[src/rtl/frame_ram_pkg.sv]
// Shared types and constants for the frame RAM arbiter: default widths,
// requester encoding and RGB field positions within a pixel.
package frame_ram_pkg;

    localparam int ADDR_W_DEF = 26;
    localparam int PIX_W_DEF  = 24;

    localparam int RED_HI   = 23;
    localparam int RED_LO   = 16;
    localparam int GREEN_HI = 15;
    localparam int GREEN_LO = 8;
    localparam int BLUE_HI  = 7;
    localparam int BLUE_LO  = 0;

    typedef enum logic [1:0] {
        REQ_NONE,
        REQ_DISP,
        REQ_CAM0,
        REQ_CAM1
    } req_t;

    function automatic logic [PIX_W_DEF-1:0] pix_rgb(input logic [7:0] r,
                                                     input logic [7:0] g,
                                                     input logic [7:0] b);
        logic [PIX_W_DEF-1:0] p;
        p                    = '0;
        p[RED_HI:RED_LO]     = r;
        p[GREEN_HI:GREEN_LO] = g;
        p[BLUE_HI:BLUE_LO]   = b;
        return p;
    endfunction

endpackage

[src/rtl/rr_arb2.sv]
// Two-way round-robin arbiter: one-hot grant, pointer advances past the
// winner. en low suppresses all grants and freezes the pointer.
module rr_arb2 (
    input  logic       clk,
    input  logic       rst_n,
    input  logic       en,
    input  logic [1:0] req,
    output logic [1:0] gnt
);

    logic ptr;  // 0: requester 0 has priority, 1: requester 1

    always_comb begin
        // NOTE: assign a default first so no path leaves gnt unassigned (no latch).
        gnt = 2'b00;
        if (en) begin
            if (!ptr) gnt = req[0] ? 2'b01 : (req[1] ? 2'b10 : 2'b00);
            else      gnt = req[1] ? 2'b10 : (req[0] ? 2'b01 : 2'b00);
        end
    end

    always_ff @(posedge clk or negedge rst_n) begin
        // NOTE: state registers use non-blocking assignments so every flop samples pre-edge values.
        if (!rst_n)      ptr <= 1'b0;
        else if (gnt[0]) ptr <= 1'b1;
        else if (gnt[1]) ptr <= 1'b0;
    end

endmodule

[src/rtl/frame_ram_arbiter.sv]
// Single-port frame RAM arbiter: display reads first, cameras round-robin,
// fixed-latency pixel return. Optional stats via FRAME_RAM_ARB_STATS_EN.
module frame_ram_arbiter
    import frame_ram_pkg::*;
#(
    parameter int ADDR_W = ADDR_W_DEF,
    parameter int PIX_W  = PIX_W_DEF,
    parameter int RD_LAT = 2
`ifdef FRAME_RAM_ARB_STATS_EN
    , parameter int STARVE_LIMIT = 1023
`endif
) (
    input  logic              clk_low,
    input  logic              reset,
    input  logic              disp_req,
    input  logic [ADDR_W-1:0] disp_addr,
    output logic [PIX_W-1:0]  disp_data,
    output logic              disp_valid,
    input  logic              cam0_req,
    input  logic [ADDR_W-1:0] cam0_addr,
    input  logic [PIX_W-1:0]  cam0_data,
    output logic              cam0_gnt,
    input  logic              cam1_req,
    input  logic [ADDR_W-1:0] cam1_addr,
    input  logic [PIX_W-1:0]  cam1_data,
    output logic              cam1_gnt,
    output logic [ADDR_W-1:0] ram_addr,
    output logic [PIX_W-1:0]  ram_wdata,
    output logic              ram_we,
    output logic              ram_re,
    input  logic [PIX_W-1:0]  ram_rdata
`ifdef FRAME_RAM_ARB_STATS_EN
    ,
    output logic              cam0_starve,
    output logic              cam1_starve,
    output logic [31:0]       grant_cnt
`endif
);

    logic [1:0]        cam_gnt;
    logic              arb_en;
    req_t              winner;
    logic [RD_LAT-1:0] vld_pipe;

    // Reset gates the cameras too, so grants stay low while reset is held.
    assign arb_en = reset & ~disp_req;

    rr_arb2 u_rr_arb2 (
        .clk   (clk_low),
        .rst_n (reset),
        .en    (arb_en),
        .req   ({cam1_req, cam0_req}),
        .gnt   (cam_gnt)
    );

    assign cam0_gnt = cam_gnt[0];
    assign cam1_gnt = cam_gnt[1];

    always_comb begin
        winner = REQ_NONE;
        if (disp_req)        winner = REQ_DISP;
        else if (cam_gnt[0]) winner = REQ_CAM0;
        else if (cam_gnt[1]) winner = REQ_CAM1;
    end

    // RAM command, one cycle after the grant; address/data hold when idle.
    always_ff @(posedge clk_low or negedge reset) begin
        if (!reset) begin
            ram_re    <= 1'b0;
            ram_we    <= 1'b0;
            ram_addr  <= '0;
            ram_wdata <= '0;
        end else begin
            ram_re <= (winner == REQ_DISP);
            ram_we <= (winner == REQ_CAM0) || (winner == REQ_CAM1);
            case (winner)
                REQ_DISP: ram_addr <= disp_addr;
                REQ_CAM0: begin
                    ram_addr  <= cam0_addr;
                    ram_wdata <= cam0_data;
                end
                REQ_CAM1: begin
                    ram_addr  <= cam1_addr;
                    ram_wdata <= cam1_data;
                end
                default: ;
            endcase
        end
    end

    // Valid bits shadow each ram_re through the RAM latency.
    always_ff @(posedge clk_low or negedge reset) begin
        if (!reset) begin
            vld_pipe   <= '0;
            disp_valid <= 1'b0;
            disp_data  <= '0;
        end else begin
            vld_pipe[0] <= ram_re;
            for (int i = 1; i < RD_LAT; i++) vld_pipe[i] <= vld_pipe[i-1];
            disp_valid <= vld_pipe[RD_LAT-1];
            if (vld_pipe[RD_LAT-1]) disp_data <= ram_rdata;
        end
    end

`ifdef FRAME_RAM_ARB_STATS_EN
    localparam int WAIT_W = $clog2(STARVE_LIMIT + 1);
    localparam logic [WAIT_W-1:0] WAIT_MAX = WAIT_W'(STARVE_LIMIT);

    logic [WAIT_W-1:0] wait0, wait1, wait0_nxt, wait1_nxt;

    function automatic logic [WAIT_W-1:0] next_wait(input logic [WAIT_W-1:0] w,
                                                    input logic req,
                                                    input logic gnt);
        if (gnt)                        return '0;
        else if (req && w != WAIT_MAX)  return w + 1'b1;
        else                            return w;
    endfunction

    assign wait0_nxt = next_wait(wait0, cam0_req, cam_gnt[0]);
    assign wait1_nxt = next_wait(wait1, cam1_req, cam_gnt[1]);

    always_ff @(posedge clk_low or negedge reset) begin
        if (!reset) begin
            wait0       <= '0;
            wait1       <= '0;
            cam0_starve <= 1'b0;
            cam1_starve <= 1'b0;
            grant_cnt   <= '0;
        end else begin
            wait0       <= wait0_nxt;
            wait1       <= wait1_nxt;
            cam0_starve <= cam0_starve | (wait0_nxt == WAIT_MAX);
            cam1_starve <= cam1_starve | (wait1_nxt == WAIT_MAX);
            grant_cnt   <= grant_cnt + 32'(winner != REQ_NONE);
        end
    end
`endif

endmodule

[config.mk]
export PLATFORM = sky130hd
export DESIGN_NAME = frame_ram_arbiter
export DESIGN_NICKNAME = d
export VERILOG_FILES = /design/src/rtl/frame_ram_pkg.sv /design/src/rtl/rr_arb2.sv /design/src/rtl/frame_ram_arbiter.sv
export SDC_FILE = /design/constraint.sdc
export NUM_CORES = 1
export LEC_CHECK = 0
export CAP_MARGIN = 20
export CELL_PAD_IN_SITES_DETAIL_PLACEMENT = 1
export CELL_PAD_IN_SITES_GLOBAL_PLACEMENT = 2
export CORE_ASPECT_RATIO = 1.1
export CORE_UTILIZATION = 19
export DETAILED_ROUTE_END_ITERATION = 8
export GPL_TIMING_DRIVEN = 0
export PLACE_DENSITY = 0.82
export SLEW_MARGIN = 20
export SYNTH_ARGS = -nofsm -noshare
export SYNTH_HDL_FRONTEND = slang
export SYNTH_SLANG_ARGS = --single-unit
[constraint.sdc]
create_clock -name clk_low -period 1.4 [get_ports clk_low]
set_input_delay 0.21 -clock clk_low [delete_from_list [all_inputs] [get_ports clk_low]]
set_output_delay 0.21 -clock clk_low [all_outputs]
set_load 0.005 [all_outputs]
==> results of run 1 <==
## power by group
part | internal, mW | switching [mW] | total [mW]
Combinational | 1.64 | 1.06 | 2.70
Clock | 1.49 | 1.06 | 2.55
Sequential | 2.67 | 0.195 | 2.86
## worst reg2reg max path, delay by kind of cell (launching register included)
| kind | cells | cell delay, ps |
|---|---|---|
| AND/OR/NAND/NOR | 2 | 270 |
| buffers and inverters | 5 | 590 |
| AO/OA/AOI/OAI | 1 | 320 |
| flip-flops | 1 | 370 |
## layout make-up
cell class              instances  area, um2
flip-flops and latches         80       2000
plain buffers                  38        370
repair buffers                283       2890
well taps                     252        315
clock inverters                 5       62.6
inverters                       1       3.75
clock buffers                  11        253
fillers                      2158      12100
multi-input cells             239       2100
## worst max path at each step
stage | start | end | slack (ps)
2_1_floorplan | vld_pipe[1] | disp_data[10] | 30
4_1_cts | u_rr_arb2.ptr | cam0_gnt | -320
6_report | u_rr_arb2.ptr | cam0_gnt | -290
5_1_grt | u_rr_arb2.ptr | cam0_gnt | -340
3_3_place_gp | reset | cam0_gnt | -4510
3_5_place_dp | reset | cam1_gnt | -1570
## cells in the final DEF, fill, tap and decap left out, types with 3 or more instances in the layout
cell             Yosys  routed
dlygate4sd2_1        0      76
o21ai_1              0      10
buf_8                0       8
dfrtp_1             80      80
nand3_1             24       5
o21ai_0             25      15
buf_4                1      24
and3_1              52      16
clkbuf_2             0       4
o32a_1              26      26
a31oi_1             24      23
and3_4               0      36
dlygate4sd3_1        0       5
nand3_2              0      18
buf_12               0       3
clkbuf_16            0      14
buf_6                2      14
mux2_2              50      50
bufbuf_16            0       4
clkbuf_1            24       9
clkbuf_8             0       7
nor3_1              24      24
buf_2               11       7
clkdlybuf4s50_1      0     151
## what timing repair did
action                                  4_1_cts  5_1_grt
endpoints found under the setup margin      150       54
hold endpoints to repair                     60        0
pin swaps                                    29       58
gates resized for setup                     192       59
hold buffers                                  6        0
setup buffers                                25        7
cloned                                        8        4
## logic make-up after synthesis
group / after synthesis / share of synthesized area
AO/OA/AOI/OAI: 77 / 0.141
multiplexers: 50 / 0.143
flip-flops: 80 / 0.509
AND/OR/NAND/NOR: 112 / 0.161
buffers and inverters: 39 / 0.0455
## routing by layer
layer  vias to the layer above  global-route usage  wire length, um
met3                        32              0.0323              796
met2                       149               0.324            10400
met4                         2              0.0725              519
met1                      2167               0.199             7520
met5                         -                   0               13
li1                       1948                   -                -
## sequential cells by signal, indices dropped and copies added (netlist names)
register	flops
disp_valid	1
ram_we	1
u_rr_arb2.ptr	1
ram_re	1
vld_pipe	2
ram_addr	26
ram_wdata	24
disp_data	24
==> qor.csv, run 1 <==
stage,metric,value,unit
timing,slew-limit-headroom,0.523,
global_routing,track_usage,0.176,
yosys,synth_warnings,0,
timing,finalSetupTns,-10380,ps
die,core_area,20100,um2
yosys,synth_seq_area_share,0.509,
clock_tree,cts_tree,done,
detailed_routing,finalWirelength,19.2,mm
setup_path,critPathKind,reg2out,
yosys,synth_top_area_cell,dfrtp_1,
timing,finClkSkew,11.3,ps
setup_path,critPathArrivalTime,1480,ps
setup_path,crit_cells,6,
min_path,hold_class,reg2reg,
min_path,hp-start,vld_pipe[0],
setup_path,cp.buffers_inverters,4,
cells_and_area,postLayoutCoreUtil,0.398,
setup_path,startpoint_type,flop,
detailed_routing,wl_per_cell,21.1,um
cells_and_area,drive_gt1_frac,0.317,
place,gp_congestion,0.753,
global_routing,antenna_found_initial,1,
min_path,hold_depth,0,
detailed_routing,drt_iter0_drc,166,
die,ios,234,
place,postPlaceCellArea,6610,um2
yosys,synth_area_leaders,"dfrtp_1 (51%), mux2_2 (14%), and3_1 (8.3%)",
place,portBuffers,233,
yosys,synth.cell_area,3930,um2
setup_path,worstPathRequired,1190,ps
setup_path,r2r-end,ram_addr[1],
timing,layout_setup_ws,-292,ps
yosys,synth_top_area_share,0.509,
die,die_y,153,um
yosys,synth_fp_nets,513,
setup_path,critPathMaxStageDelay,400,ps
cells_and_area,nets,807,
cells_and_area,diodes,0,
setup_path,crit_family,buffers and inverters,
status,status,"complete, but fails checks",
clock_tree,clk_path_buf_depth,2,
clock_tree,path_clk_slew,60,ps
timing,hold_ws,360,ps
yosys,yosysMostFrequentCell,dfrtp_1,
power_and_ir_drop,max-vdd-ir-drop,0.527,mV
yosys,synthCells,358,
setup_path,rr_worst_depth,8,
detailed_routing,drt_pass1_iterations,7,
setup_path,critPathCaptureType,output port,
yosys,synth.distinct_cells,21,
detailed_routing,drc,11,
detailed_routing,viasPerCell,4.73,
timing,hold_viol_final,0,
die,rows,54,
timing,rsz0062_at_grt,true,
timing,period_minus_slack,1690,ps
place,dpl.hpwl,12.8,mm
detailed_routing,detail-route-antenna-nets,0,
setup_path,reg2reg_slack,-270,ps
setup_path,path_cells,"buf_6, buf_6, a21bo_4, buf_8, nor2_4, buf_2",
timing,slew_violations,0,
setup_path,cp_common_cell,buf_6,
timing,fin_crit_sh,1.21,
global_routing,grt_overflow,0,
min_path,whs_endpoint,vld_pipe[1],
power_and_ir_drop,power,8.11,mW
global_routing,grt_max_degree,24,
clock_tree,cts.sinks,80,
timing,worstMarginPinSlew,713,ps
clock_tree,numCtsBuffers,9,
place,dp.cells,844,
status,violations,"DRC, setup timing",
yosys,synth_edf_count,0,
cells_and_area,postLayoutCellArea,7990,um2
yosys,yosys_register_bits,80,
die,start_util,0.196,
yosys,synth-async-reset-ratio,1.00,
cells_and_area,areaGrowthSynthToFinish,103,%
place,preCtsSetupSlack,-1570,ps
timing,max_freq,591,MHz
clock_tree,htreeDepth,3,
clock_tree,clockRootBuffer,clkbuf_16,
die,dieArea,21300,um2
detailed_routing,vias,4298,
yosys,avgSynthCellArea,11.0,um2
yosys,ys_top_cells_by_count,"dfrtp_1 (80), and3_1 (52), mux2_2 (50)",
setup_path,slowest_stage,dfrtp_1,
global_routing,grt_pass1_wl,28.5,mm
cells_and_area,final_cells,909,
global_routing,grt_pass1_vias,4828,
setup_path,timing.rr.start,u_rr_arb2.ptr,
job,max_cap_viol_count,0,
timing,setup_viol,52,
power_and_ir_drop,p_per_area,1020,nW/um2
die,die_w,139,um
clock_tree,clkLatencyLatePin,350,ps
power_and_ir_drop,leakagePower,3.34,nW
setup_path,crit_fanout,2,
yosys,synthFlopType,dfrtp_1,
(Power assumes the default switching activity.)
==> run 2: changes to the inputs <==
--- a/config.mk
+++ b/config.mk
@@ -8,11 +8,13 @@
 export CAP_MARGIN = 20
 export CELL_PAD_IN_SITES_DETAIL_PLACEMENT = 1
 export CELL_PAD_IN_SITES_GLOBAL_PLACEMENT = 2
-export CORE_ASPECT_RATIO = 1.1
+export CORE_ASPECT_RATIO = 0.5
+export CORE_MARGIN = 3
 export CORE_UTILIZATION = 19
 export DETAILED_ROUTE_END_ITERATION = 8
 export GPL_TIMING_DRIVEN = 0
 export PLACE_DENSITY = 0.82
+export SKIP_CTS_REPAIR_TIMING = 1
 export SLEW_MARGIN = 20
 export SYNTH_ARGS = -nofsm -noshare
 export SYNTH_HDL_FRONTEND = slang
==> run 2 against run 1 <==
Compared with the run above:
- the flow finishes with violations (setup timing)
- total power down 1.4%
- sequential power about the same
- worst setup slack better by 16 ps
- largest power group unchanged
==> qor.csv, run 2 (same netlist as run 1, synthesis figures left out) <==
stage,metric,value,unit,change
cells_and_area,final_cell_mix,"clkdlybuf4s50_1 (150), dfrtp_1 (80), dlymetal6s2s_1 (79), mux2_2 (50), and3_1 (37)",,
setup_path,crit_fanout,5,,+3
global_routing,track_usage,0.155,,-0.0208
setup_path,startpoint_type,flop,,
timing,worstMarginPinSlew,837,ps,+124 ps
power_and_ir_drop,p_switching,2.23,mW,-3.6%
cells_and_area,reg_top3,"ram_addr x26, disp_data x24, ram_wdata x24",,
cells_and_area,regMostFlops,ram_addr,,
timing,setup_viol,44,,-15%
min_path,hp-start,vld_pipe[0],,
global_routing,grt_overflow,0,,unchanged
timing,finClkSkew,8.84,ps,-2.42 ps
die,ios,234,,unchanged
setup_path,critPathCaptureType,output port,,
power_and_ir_drop,power,8.00,mW,-1.4%
power_and_ir_drop,max-vdd-ir-drop,0.431,mV,-18%
cells_and_area,nFillCells,2124,,-1.6%
power_and_ir_drop,power_frac_clock,0.310,,-0.004
detailed_routing,wl_per_cell,21.5,um,+1.8%
cells_and_area,drive_gt1_frac,0.272,,-0.0441
timing,max_freq,597,MHz,+0.97%
global_routing,antenna_found_initial,1,,unchanged
status,status,"complete, but fails checks",,
power_and_ir_drop,leakagePower,3.89,nW,+17%
place,dpl.hpwl,13.6,mm,+6.1%
place,portBuffers,233,,unchanged
detailed_routing,viasPerCell,4.63,,-2.0%
clock_tree,clockRootBuffer,clkbuf_16,,
power_and_ir_drop,p_per_area,1010,nW/um2,-0.72%
die,start_util,0.198,,+0.00200
timing,hold_viol_final,0,,unchanged
timing,period_minus_slack,1680,ps,-16.3 ps
power_and_ir_drop,pwr-share-seq,0.358,,+0.005
die,dieArea,22600,um2,+6.0%
detailed_routing,drt_pass1_iterations,4,,-3
job,max_cap_viol_count,0,,unchanged
detailed_routing,vias,4230,,-1.6%
timing,slew_violations,0,,unchanged
clock_tree,cts.sinks,80,,unchanged
clock_tree,clkLatencyLatePin,340,ps,about the same
timing,fin_crit_sh,1.20,,-0.0116
min_path,hold_depth,0,,unchanged
clock_tree,path_clk_slew,70,ps,about the same
clock_tree,clk_path_buf_depth,2,,unchanged
die,core_area,19900,um2,-1.0%
die,die_y,108,um,-30%
die,rows,36,,-33%
detailed_routing,drc,0,,-11
global_routing,grt_max_degree,56,,+130%
detailed_routing,finalWirelength,19.7,mm,+2.3%
global_routing,grt_pass1_vias,4262,,-12%
setup_path,critPathKind,reg2out,,
place,preCtsSetupSlack,-1310,ps,+256 ps
setup_path,crit_start,u_rr_arb2.ptr,,
setup_path,timing.rr.start,u_rr_arb2.ptr,,
place,gp_congestion,0.797,,+5.8%
power_and_ir_drop,combPwrFrac,0.333,,about the same
clock_tree,numCtsBuffers,9,,unchanged
cells_and_area,seq_area,2000,um2,unchanged
cells_and_area,multi_input_area,1960,um2,-6.8%
power_and_ir_drop,switching_share,0.279,,-0.00662
detailed_routing,drt_iter0_drc,173,,+4.2%
timing,layout_setup_ws,-276,ps,+16.3 ps
die,die_w,209,um,+51%
cells_and_area,largest_register_ffs,26,,unchanged
timing,rsz0062_at_grt,true,,
cells_and_area,postLayoutCoreUtil,0.400,,+0.00148
detailed_routing,detail-route-antenna-nets,0,,unchanged
clock_tree,htreeDepth,3,,unchanged
cells_and_area,areaGrowthSynthToFinish,102,%,
global_routing,grt_pass1_wl,26.9,mm,-5.5%
cells_and_area,nets,796,,-1.4%
clock_tree,cts_tree,done,,
power_and_ir_drop,p_int,5.77,mW,-0.45%
status,violations,setup timing,,
timing,slew-limit-headroom,0.440,,-0.0832
setup_path,worstPathRequired,1190,ps,about the same
setup_path,rr_worst_depth,6,,-2
cells_and_area,final_common_cell,clkdlybuf4s50_1,,
setup_path,critPathArrivalTime,1470,ps,about the same
min_path,hold_class,reg2reg,,
-- run 2: cell count changes in the layout (fill, tap and decap cells not counted), moves of 17 or more --
cell            change
nand3_2            -17
dlygate4sd2_1      -76
and3_4             -21
nand3_1            +18
dlymetal6s2s_1     +78
and3_1             +21
-- run 2: worst paths after layout --
path,to,slack [ps]
worst max register to register,ram_wdata[4],-140
worst max-delay path,cam0_gnt,-280
max in group asynchronous,ram_wdata[7],370
worst min register to register,vld_pipe[1],350
min in group asynchronous,ram_wdata[9],430
worst min-delay path,vld_pipe[1],350
-- run 2: per-layer routing --
metal / track usage / wire, um / vias to the layer above
li1: - / - / 1934
met1: 0.192 / 8200 / 2176
met2: 0.280 / 10500 / 88
met3: 0.0247 / 524 / 32
met4: 0.0473 / 440 / 0
met5: 0 / 0 / -
-- run 2: power groups by stage --
| stage | clock, mW | combinational (mW) | sequential, mW |
|---|---|---|---|
| floorplan | 0 | 0.678 | 2.91 |
| global placement | 0 | 2.19 | 2.88 |
| detailed placement | 0 | 2.23 | 2.89 |
| CTS | 2.58 | 2.24 | 2.85 |
| global route | 2.65 | 2.82 | 2.90 |
| finish | 2.48 | 2.66 | 2.86 |
-- run 2: stage by stage --
step                instance area (um2)  hold WS, ps  instances  TNS (ps)
floorplan                          3940        -85.6        358         0
global placement                   6610          336        857   -506490
detailed placement                 6630          123        858    -45500
CTS                                6940         -255        874    -29760
global route                       7940          356        913     -4890
finish                             7940          349        913     -2760
-- run 2: cell type report --
| cell class | instances | area share |
|---|---|---|
| flip-flops and latches | 80 | 0.252 |
| clock buffers | 14 | 0.0332 |
| clock inverters | 2 | 0.00473 |
| inverters | 1 | 0.000473 |
| repair buffers | 272 | 0.376 |
| multi-input cells | 239 | 0.247 |
| plain buffers | 38 | 0.0451 |
| well taps | 266 | 0.0419 |
| diodes | 1 | 0.000315 |
-- run 2: worst max-delay path: stages (launching register included) --
cell	delay (ps)
dfrtp_1	430
buf_6	140
a21bo_4	230
buf_8	130
nor2_4	70
buf_2	120
